## config.mk

```make
export PLATFORM = sky130hd
export DESIGN_NAME = ext_mem_port
export DESIGN_NICKNAME = d
export VERILOG_FILES = /design/src/rtl/pkg_en.sv /design/src/rtl/ext_mem_skid.sv /design/src/rtl/ext_mem_port.sv
export SDC_FILE = /design/constraint.sdc
export NUM_CORES = 1
export LEC_CHECK = 0
export CAP_MARGIN = 20
export CORE_ASPECT_RATIO = 0.5
export CORE_UTILIZATION = 49
export DETAILED_ROUTE_END_ITERATION = 12
export PLACE_DENSITY = 0.81
export SLEW_MARGIN = 20
export SYNTH_ARGS = -nofsm -noshare
export SYNTH_HDL_FRONTEND = slang
export SYNTH_SLANG_ARGS = --single-unit
```

## constraint.sdc

```tcl
create_clock -name clock -period 3.64 [get_ports clock]
set_clock_uncertainty 0.2 [all_clocks]
set_input_delay 0.364 -clock clock [delete_from_list [all_inputs] [get_ports clock]]
set_output_delay 0.364 -clock clock [all_outputs]
set_load 0.01 [all_outputs]
```

## src/rtl/pkg_en.sv

```systemverilog
`default_nettype none
// ============================================================================
//  Module      : pkg_en
//  Description : Shared ElectronNest link types (forward/backward tokens),
//                data/address widths and the ext_mem_port state encoding.
//  Revision    : 1.0  initial release
// ============================================================================
package pkg_en;

   localparam int WIDTH_DATA       = 32;
   localparam int WIDTH_EXADDR     = 10;

   // Cycles between a load request and its returned word.
   localparam int EXMEM_LD_LATENCY = 1;

   // Forward token: v=valid, a=first word, r=last word, c=config, i=indirect.
   typedef struct packed {
      logic                  v;
      logic                  a;
      logic                  r;
      logic                  c;
      logic                  i;
      logic [WIDTH_DATA-1:0] d;
   } FTk_t;

   // Backward token: n=not accepted, t=auxiliary flag.
   typedef struct packed {
      logic n;
      logic t;
   } BTk_t;

   typedef enum logic [2:0] {
      IDLE     = 3'd0,
      LD_RUN   = 3'd1,
      LD_DRAIN = 3'd2,
      ST_RUN   = 3'd3,
      DONE     = 3'd4
   } ext_mem_state_t;

endpackage
`default_nettype wire

```

## src/rtl/ext_mem_skid.sv

```systemverilog
`default_nettype none
// ============================================================================
//  Module      : ext_mem_skid
//  Description : Small FIFO of FTk_t that absorbs load returns while the
//                fabric side is backpressured.
//  Ports       : clock, reset (async active-low)
//                push_i/data_i : write one entry
//                pop_i/data_o  : head entry, removed on pop_i
//                empty_o/occ_o : status
//  Revision    : 1.0  initial release
// ============================================================================
module ext_mem_skid
   import pkg_en::*;
#(
   parameter int DEPTH = 2,
   parameter int OCC_W = $clog2(DEPTH + 1)
) (
   input  logic             clock,
   input  logic             reset,
   input  logic             push_i,
   input  FTk_t             data_i,
   input  logic             pop_i,
   output FTk_t             data_o,
   output logic             empty_o,
   output logic [OCC_W-1:0] occ_o
);

   localparam int               PTR_W = (DEPTH > 1) ? $clog2(DEPTH) : 1;
   localparam logic [PTR_W-1:0] LAST  = PTR_W'(DEPTH - 1);

   FTk_t             mem_q [DEPTH];
   logic [PTR_W-1:0] rd_ptr_q;
   logic [PTR_W-1:0] wr_ptr_q;
   logic [OCC_W-1:0] occ_q;
   logic             do_pop;
   logic             do_push;

   assign do_pop  = pop_i & (occ_q != '0);
   // A full buffer can still take a word when the head leaves this cycle.
   assign do_push = push_i & ((occ_q != OCC_W'(DEPTH)) | do_pop);

   always_ff @(posedge clock or negedge reset) begin
      if (!reset) begin
         rd_ptr_q <= '0;
         wr_ptr_q <= '0;
         occ_q    <= '0;
      end else begin
         if (do_push) wr_ptr_q <= (wr_ptr_q == LAST) ? '0 : wr_ptr_q + PTR_W'(1);
         if (do_pop)  rd_ptr_q <= (rd_ptr_q == LAST) ? '0 : rd_ptr_q + PTR_W'(1);
         case ({do_push, do_pop})
            2'b10:   occ_q <= occ_q + OCC_W'(1);
            2'b01:   occ_q <= occ_q - OCC_W'(1);
            default: occ_q <= occ_q;
         endcase
      end
   end

   // Storage needs no reset: occupancy alone decides what is valid.
   always_ff @(posedge clock) begin
      if (do_push) mem_q[wr_ptr_q] <= data_i;
   end

   assign data_o  = mem_q[rd_ptr_q];
   assign empty_o = (occ_q == '0);
   assign occ_o   = occ_q;

endmodule
`default_nettype wire

```

## src/rtl/ext_mem_port.sv

```systemverilog
`default_nettype none
// ============================================================================
//  Module      : ext_mem_port
//  Description : Block-transfer initiator toward an external memory
//                Load/Store responder. One command at a time; loads stream
//                returned words to the fabric, stores drain fabric tokens.
//  Ports       : clock, reset (async active-low)
//                I_Cmd_*/O_Cmd_Ready/O_Done  : command handshake
//                O_FTk/I_BTk                 : load data toward fabric
//                I_FTk/O_BTk                 : store data from fabric
//                O_Ld_*/I_Ld_FTk/O_Ld_BTk    : memory load channel
//                O_St_*/I_St_BTk             : memory store channel
//  Revision    : 1.0  initial release
// ============================================================================
module ext_mem_port
   import pkg_en::*;
#(
   parameter int WIDTH_LEN  = 10,
   parameter int DEPTH_SKID = 2
) (
   input  logic                    clock,
   input  logic                    reset,
   input  logic                    I_Cmd_Valid,
   input  logic                    I_Cmd_Dir,
   input  logic [WIDTH_EXADDR-1:0] I_Cmd_Base,
   input  logic [WIDTH_LEN-1:0]    I_Cmd_Len,
   output logic                    O_Cmd_Ready,
   output logic                    O_Done,
   output FTk_t                    O_FTk,
   input  BTk_t                    I_BTk,
   input  FTk_t                    I_FTk,
   output BTk_t                    O_BTk,
   output logic                    O_Ld_Req,
   output logic [WIDTH_EXADDR-1:0] O_Ld_Addr,
   input  FTk_t                    I_Ld_FTk,
   output BTk_t                    O_Ld_BTk,
   output logic                    O_St_Req,
   output logic [WIDTH_EXADDR-1:0] O_St_Addr,
   output FTk_t                    O_St_FTk,
   input  BTk_t                    I_St_BTk
);

   localparam int OCC_W = $clog2(DEPTH_SKID + 1);

   ext_mem_state_t          state_q,    state_d;
   logic [WIDTH_EXADDR-1:0] base_q,     base_d;
   logic [WIDTH_LEN-1:0]    len_q,      len_d;
   logic [WIDTH_LEN-1:0]    issued_q,   issued_d;
   logic [WIDTH_LEN-1:0]    sent_q,     sent_d;
   logic [WIDTH_LEN-1:0]    addr_cnt_q, addr_cnt_d;
   logic                    inflight_q;
   logic                    cmd_ready_q;
   logic                    done_q;

   FTk_t                    skid_head;
   logic                    skid_empty;
   logic [OCC_W-1:0]        skid_occ;
   logic [31:0]             pending;
   logic                    ld_req;
   logic                    ld_push;
   logic                    ld_pop;
   logic                    st_xfer;
   logic                    in_ld;

   assign in_ld   = (state_q == LD_RUN) || (state_q == LD_DRAIN);
   // Words held plus the one possibly still on its way back must fit.
   assign pending = 32'(skid_occ) + 32'(inflight_q);
   assign ld_req  = (state_q == LD_RUN) && (issued_q < len_q) && (pending < 32'(DEPTH_SKID));
   // Returns are only honoured when a request went out the previous cycle.
   assign ld_push = in_ld & inflight_q & I_Ld_FTk.v;
   assign ld_pop  = ~skid_empty & ~I_BTk.n;
   assign st_xfer = (state_q == ST_RUN) & I_FTk.v & ~I_St_BTk.n;

   ext_mem_skid #(
      .DEPTH (DEPTH_SKID),
      .OCC_W (OCC_W)
   ) u_skid (
      .clock   (clock),
      .reset   (reset),
      .push_i  (ld_push),
      .data_i  (I_Ld_FTk),
      .pop_i   (ld_pop),
      .data_o  (skid_head),
      .empty_o (skid_empty),
      .occ_o   (skid_occ)
   );

   always_comb begin
      state_d    = state_q;
      base_d     = base_q;
      len_d      = len_q;
      issued_d   = issued_q;
      sent_d     = sent_q;
      addr_cnt_d = addr_cnt_q;

      if (ld_pop) sent_d = sent_q + WIDTH_LEN'(1);

      case (state_q)
         IDLE: begin
            if (I_Cmd_Valid) begin
               base_d     = I_Cmd_Base;
               len_d      = I_Cmd_Len;
               issued_d   = '0;
               sent_d     = '0;
               addr_cnt_d = '0;
               if (I_Cmd_Len == '0)  state_d = DONE;
               else if (I_Cmd_Dir)   state_d = ST_RUN;
               else                  state_d = LD_RUN;
            end
         end
         LD_RUN: begin
            if (ld_req) issued_d = issued_q + WIDTH_LEN'(1);
            if (issued_d == len_q) state_d = LD_DRAIN;
         end
         LD_DRAIN: begin
            if ((sent_q == len_q) && skid_empty) state_d = DONE;
         end
         ST_RUN: begin
            if (st_xfer) addr_cnt_d = addr_cnt_q + WIDTH_LEN'(1);
            if (addr_cnt_d == len_q) state_d = DONE;
         end
         DONE:    state_d = IDLE;
         default: state_d = IDLE;
      endcase
   end

   always_ff @(posedge clock or negedge reset) begin
      if (!reset) begin
         state_q     <= IDLE;
         base_q      <= '0;
         len_q       <= '0;
         issued_q    <= '0;
         sent_q      <= '0;
         addr_cnt_q  <= '0;
         inflight_q  <= 1'b0;
         cmd_ready_q <= 1'b1;
         done_q      <= 1'b0;
      end else begin
         state_q     <= state_d;
         base_q      <= base_d;
         len_q       <= len_d;
         issued_q    <= issued_d;
         sent_q      <= sent_d;
         addr_cnt_q  <= addr_cnt_d;
         inflight_q  <= ld_req;
         cmd_ready_q <= (state_d == IDLE);
         done_q      <= (state_d == DONE);
      end
   end

   assign O_Cmd_Ready = cmd_ready_q;
   assign O_Done      = done_q;

   assign O_Ld_Req  = ld_req;
   assign O_Ld_Addr = base_q + WIDTH_EXADDR'(issued_q);
   assign O_Ld_BTk  = '0;

   always_comb begin
      O_FTk = '0;
      if (!skid_empty) begin
         O_FTk.v = 1'b1;
         O_FTk.a = (sent_q == '0);
         O_FTk.r = (sent_q == (len_q - WIDTH_LEN'(1)));
         O_FTk.d = skid_head.d;
      end
   end

   // Store path is a straight pass-through; stores stall exactly as memory does.
   always_comb begin
      O_BTk    = '0;
      O_BTk.n  = (state_q == ST_RUN) ? I_St_BTk.n : 1'b1;
      O_St_FTk = (state_q == ST_RUN) ? I_FTk : '0;
   end
   assign O_St_Req  = (state_q == ST_RUN) & I_FTk.v;
   assign O_St_Addr = base_q + WIDTH_EXADDR'(addr_cnt_q);

   logic unused_bits;
   assign unused_bits = ^{I_BTk.t, I_St_BTk.t, I_Ld_FTk.a, I_Ld_FTk.r, I_Ld_FTk.c,
                          I_Ld_FTk.i, skid_head.v, skid_head.a, skid_head.r,
                          skid_head.c, skid_head.i};

endmodule
`default_nettype wire
```

==> impl_metrics.json, run 1 <==
{
  "outcome": "finished, final reports clean",
  "grt.overflow.total": 0,
  "tns_ns": 0,
  "grt_max_degree": 42,
  "ff2ff_setup_slack_ns": 0.24,
  "cts_tree": "yes",
  "maxSlewViolCount": 0,
  "layout-drive-gt1-share_pct": 10.5,
  "p_sw_mw": 3.05,
  "ant_nets": 0,
  "cp.required_ns": 3.73,
  "cts.sinks": 124,
  "die_area_mm2": 0.0157,
  "wire_per_inst_um": 17.5,
  "avgSynthCellArea_um2": 10.0,
  "swShare_pct": 39.1,
  "path_clk_slew_ns": 0.07,
  "nets": 1084,
  "drv_cap": 0,
  "die_w_um": 176,
  "p_seq_share_pct": 26.5,
  "synth.distinct_cells": 74,
  "max-vdd-ir-drop_uv": 380,
  "grt_pass1_wl_mm": 32.1,
  "synth_edf_count": 64,
  "synthesis.area_mm2": 0.00741,
  "clock_latency_ns": 0.41,
  "yosys_register_bits": 124,
  "synth_area_leaders": "edfxtp_1 (26%), dfrtp_1 (20%), ha_1 (5.4%)",
  "power.density_mw_per_mm2": 755,
  "r2r-end": "state_q[0]",
  "critPathKind": "flip-flop to flip-flop",
  "power_leakage_nw": 4.28,
  "cts_made_buffers": 17,
  "ctsLongestPathBuffers": 2,
  "fmax_mhz": 294,
  "fillers": 1074,
  "routabilityCongestion": 0.939,
  "yosys_warnings": 0,
  "drcViolationCount": 0,
  "ctsHtreeMaxLevel": 4,
  "diodes": 0,
  "critPathCapture": "state_q[0]",
  "fin_area_mm2": 0.0103,
  "synth_cells": 739,
  "syn_to_final_growth_pct": 39.0,
  "reg2regPathDepth": 11,
  "vias": 6372,
  "grt_antenna_before_repair": 0,
  "fin_cells": 1159,
  "fp-row-count": 31,
  "critPathMaxFanout": 9,
  "placed_cell_area_mm2": 0.00963,
  "ys.flop_type": "edfxtp_1",
  "hold_viol_final": 0,
  "coreArea_mm2": 0.0146,
  "fin_util_pct": 70.5,
  "slew_headroom_pct": 45.2,
  "worst_slew_pin_slew_ns": 0.822,
  "dp.cells": 1121,
  "pre_cts_ws_ns": 0.322,
  "dr.pass1.iters": 5,
  "setup_slack_ns": 0.236,
  "netlist.top_cell.by_area": "edfxtp_1",
  "period_share_pct": 93.5,
  "arrival_ns": 3.50,
  "drtIter0Drc": 402,
  "dp_hpwl_mm": 14.9,
  "initial_core_util_pct": 50.7,
  "setup_viol": 0,
  "ys_async_sr_fraction_pct": 48.4,
  "boundaryPins": 204,
  "grt_pass1_vias": 6459,
  "yosysSeqAreaShare_pct": 46.2,
  "cp-start-kind": "flip-flop",
  "routed_via_density": 5.50,
  "clockRootBuffer": "clkbuf_16",
  "port_buffers": 192,
  "worstSetupEndpointType": "flip-flop",
  "holdWs_ns": 0.274,
  "pwr-share-comb_pct": 51.2,
  "min_period_ns": 3.40,
  "grt.total_usage_pct": 26.7,
  "rsz0062_at_grt": "false",
  "p_clk_share_pct": 22.4,
  "total_power_mw": 7.78,
  "crit_start": "len_q[9]",
  "drt-total-wl_mm": 20.2,
  "hp-class": "input port to asynchronous set/reset pin",
  "yosysTopAreaCellShare_pct": 25.9,
  "intPower_mw": 4.73,
  "die-height_um": 89.0,
  "r2r_start": "len_q[9]"
}
## routing by layer
metal	track usage, %	routed length (um)	vias to the layer above
met1	33.3	8830	3053
met5	0	0	-
met3	7.82	1620	39
li1	-	-	3020
met2	44.3	9380	260
met4	11.2	403	0
## kinds of logic after synthesis
logic type                 count (synthesis)  share of synthesized area, %
xor gates and xnor gates                  62                          7.32
other                                      1                        0.0506
DFF                                      124                          46.2
buffers and inverters                     77                          4.59
and+or+nand+nor                          274                          18.2
adders and majority gates                 34                          5.94
AOI/OAI and AO/OA                        125                          12.0
muxes                                     42                          5.72
## final cells by class
| class | count | area, um2 | share of cell area [%] |
|---|---|---|---|
| clock buffer | 20 | 479 | 4.65 |
| clock inverter | 12 | 126 | 1.23 |
| inverter | 34 | 133 | 1.29 |
| multi-input combinational | 542 | 3680 | 35.7 |
| sequential | 124 | 3430 | 33.3 |
| tap | 198 | 248 | 2.40 |
| timing repair buffer | 229 | 2210 | 21.4 |
## how the worst min path moves through the flow
| stage | cells past startpoint | startpoint | endpoint | slack (ns) |
|---|---|---|---|---|
| 5_1_grt | 2 | reset | sent_q[3] | 0.30 |
| 2_1_floorplan | 0 | reset | O_Done | -0.13 |
| 3_5_place_dp | 1 | reset | u_skid.wr_ptr_q | 0.16 |
| 4_1_cts | 2 | reset | sent_q[3] | 0.26 |
| 6_report | 2 | reset | sent_q[6] | 0.27 |
| 3_3_place_gp | 1 | reset | u_skid.wr_ptr_q | 0.16 |
## cell usage in the layout, fill, tap and decap left out, types with 9 or more instances in the layout
cell	instances
a21oi_1	18
and2_1	40
buf_4	36
clkbuf_16	19
clkdlybuf4s50_1	187
dfrtp_1	54
edfxtp_1	64
ha_1	32
inv_1	32
mux2i_1	39
nand2_1	80
nand2b_1	9
nand3_1	20
nand4_1	17
nor2_1	65
o21ai_0	33
xnor2_1	35
xor2_1	27
## power groups by stage
stage          registers [mW]  logic, mW  clock network (mW)
3_5_place_dp             2.09       3.86                   0
2_1_floorplan            1.93       2.39                   0
5_1_grt                  2.10       4.31                1.83
6_report                 2.06       3.98                1.74
3_3_place_gp             2.08       3.77                   0
4_1_cts                  2.07       3.91                1.75
## critical path, stage by stage, from the launching register on
cell	delay (ns)
dfrtp_1	0.49
inv_1	0.14
ha_1	0.36
o21ai_1	0.17
o2111ai_4	0.17
a211oi_2	0.29
o21ai_2	0.15
clkinv_4	0.11
mux2i_1	0.21
nand4_1	0.15
or4_1	0.60
a31o_1	0.24
## synth_stat cells (3+ instances only)
master / number
nand2_1: 80
nor2_1: 67
edfxtp_1: 64
dfrtp_1: 59
and2_1: 40
mux2i_1: 39
o21ai_0: 38
xnor2_1: 35
ha_1: 32
inv_1: 32
clkbuf_1: 30
xor2_1: 27
a21oi_1: 20
nand3_1: 20
nand4_1: 17
nand2b_1: 9
a211oi_1: 8
nor3_1: 8
a21o_1: 7
buf_4: 7
a31oi_1: 6
nor4_1: 6
and3_1: 5
nor2b_1: 5
buf_2: 4
a21boi_0: 3
o211ai_1: 3
o21ai_1: 3
o31ai_1: 3
or4_1: 3
## sequential cells by signal, indices dropped and copies added, names as in the netlist
register         count
O_Cmd_Ready          1
O_Done               1
addr_cnt_q          10
base_q              10
inflight_q           1
issued_q            10
len_q               10
sent_q              10
state_q              3
u_skid.mem_q        64
u_skid.occ_o         2
u_skid.rd_ptr_q      1
u_skid.wr_ptr_q      1
## repair_timing
action,CTS,global route
hold endpoints to repair,18,0
pin swaps,2,2
setup endpoints to repair,4,6
buffers inserted,1,4
resized for setup,9,9
hold buffers,1,0
Note: power is estimated with default switching activity, not from simulation.
==> run 2: changes to the inputs <==
--- a/config.mk
+++ b/config.mk
@@ -14,3 +14,4 @@
 export SYNTH_ARGS = -nofsm -noshare
 export SYNTH_HDL_FRONTEND = slang
 export SYNTH_SLANG_ARGS = --single-unit
+export TNS_END_PERCENT = 100
==> results of run 2 <==
Same layout as run 1: the final DEF is identical, and so are final timing and power.
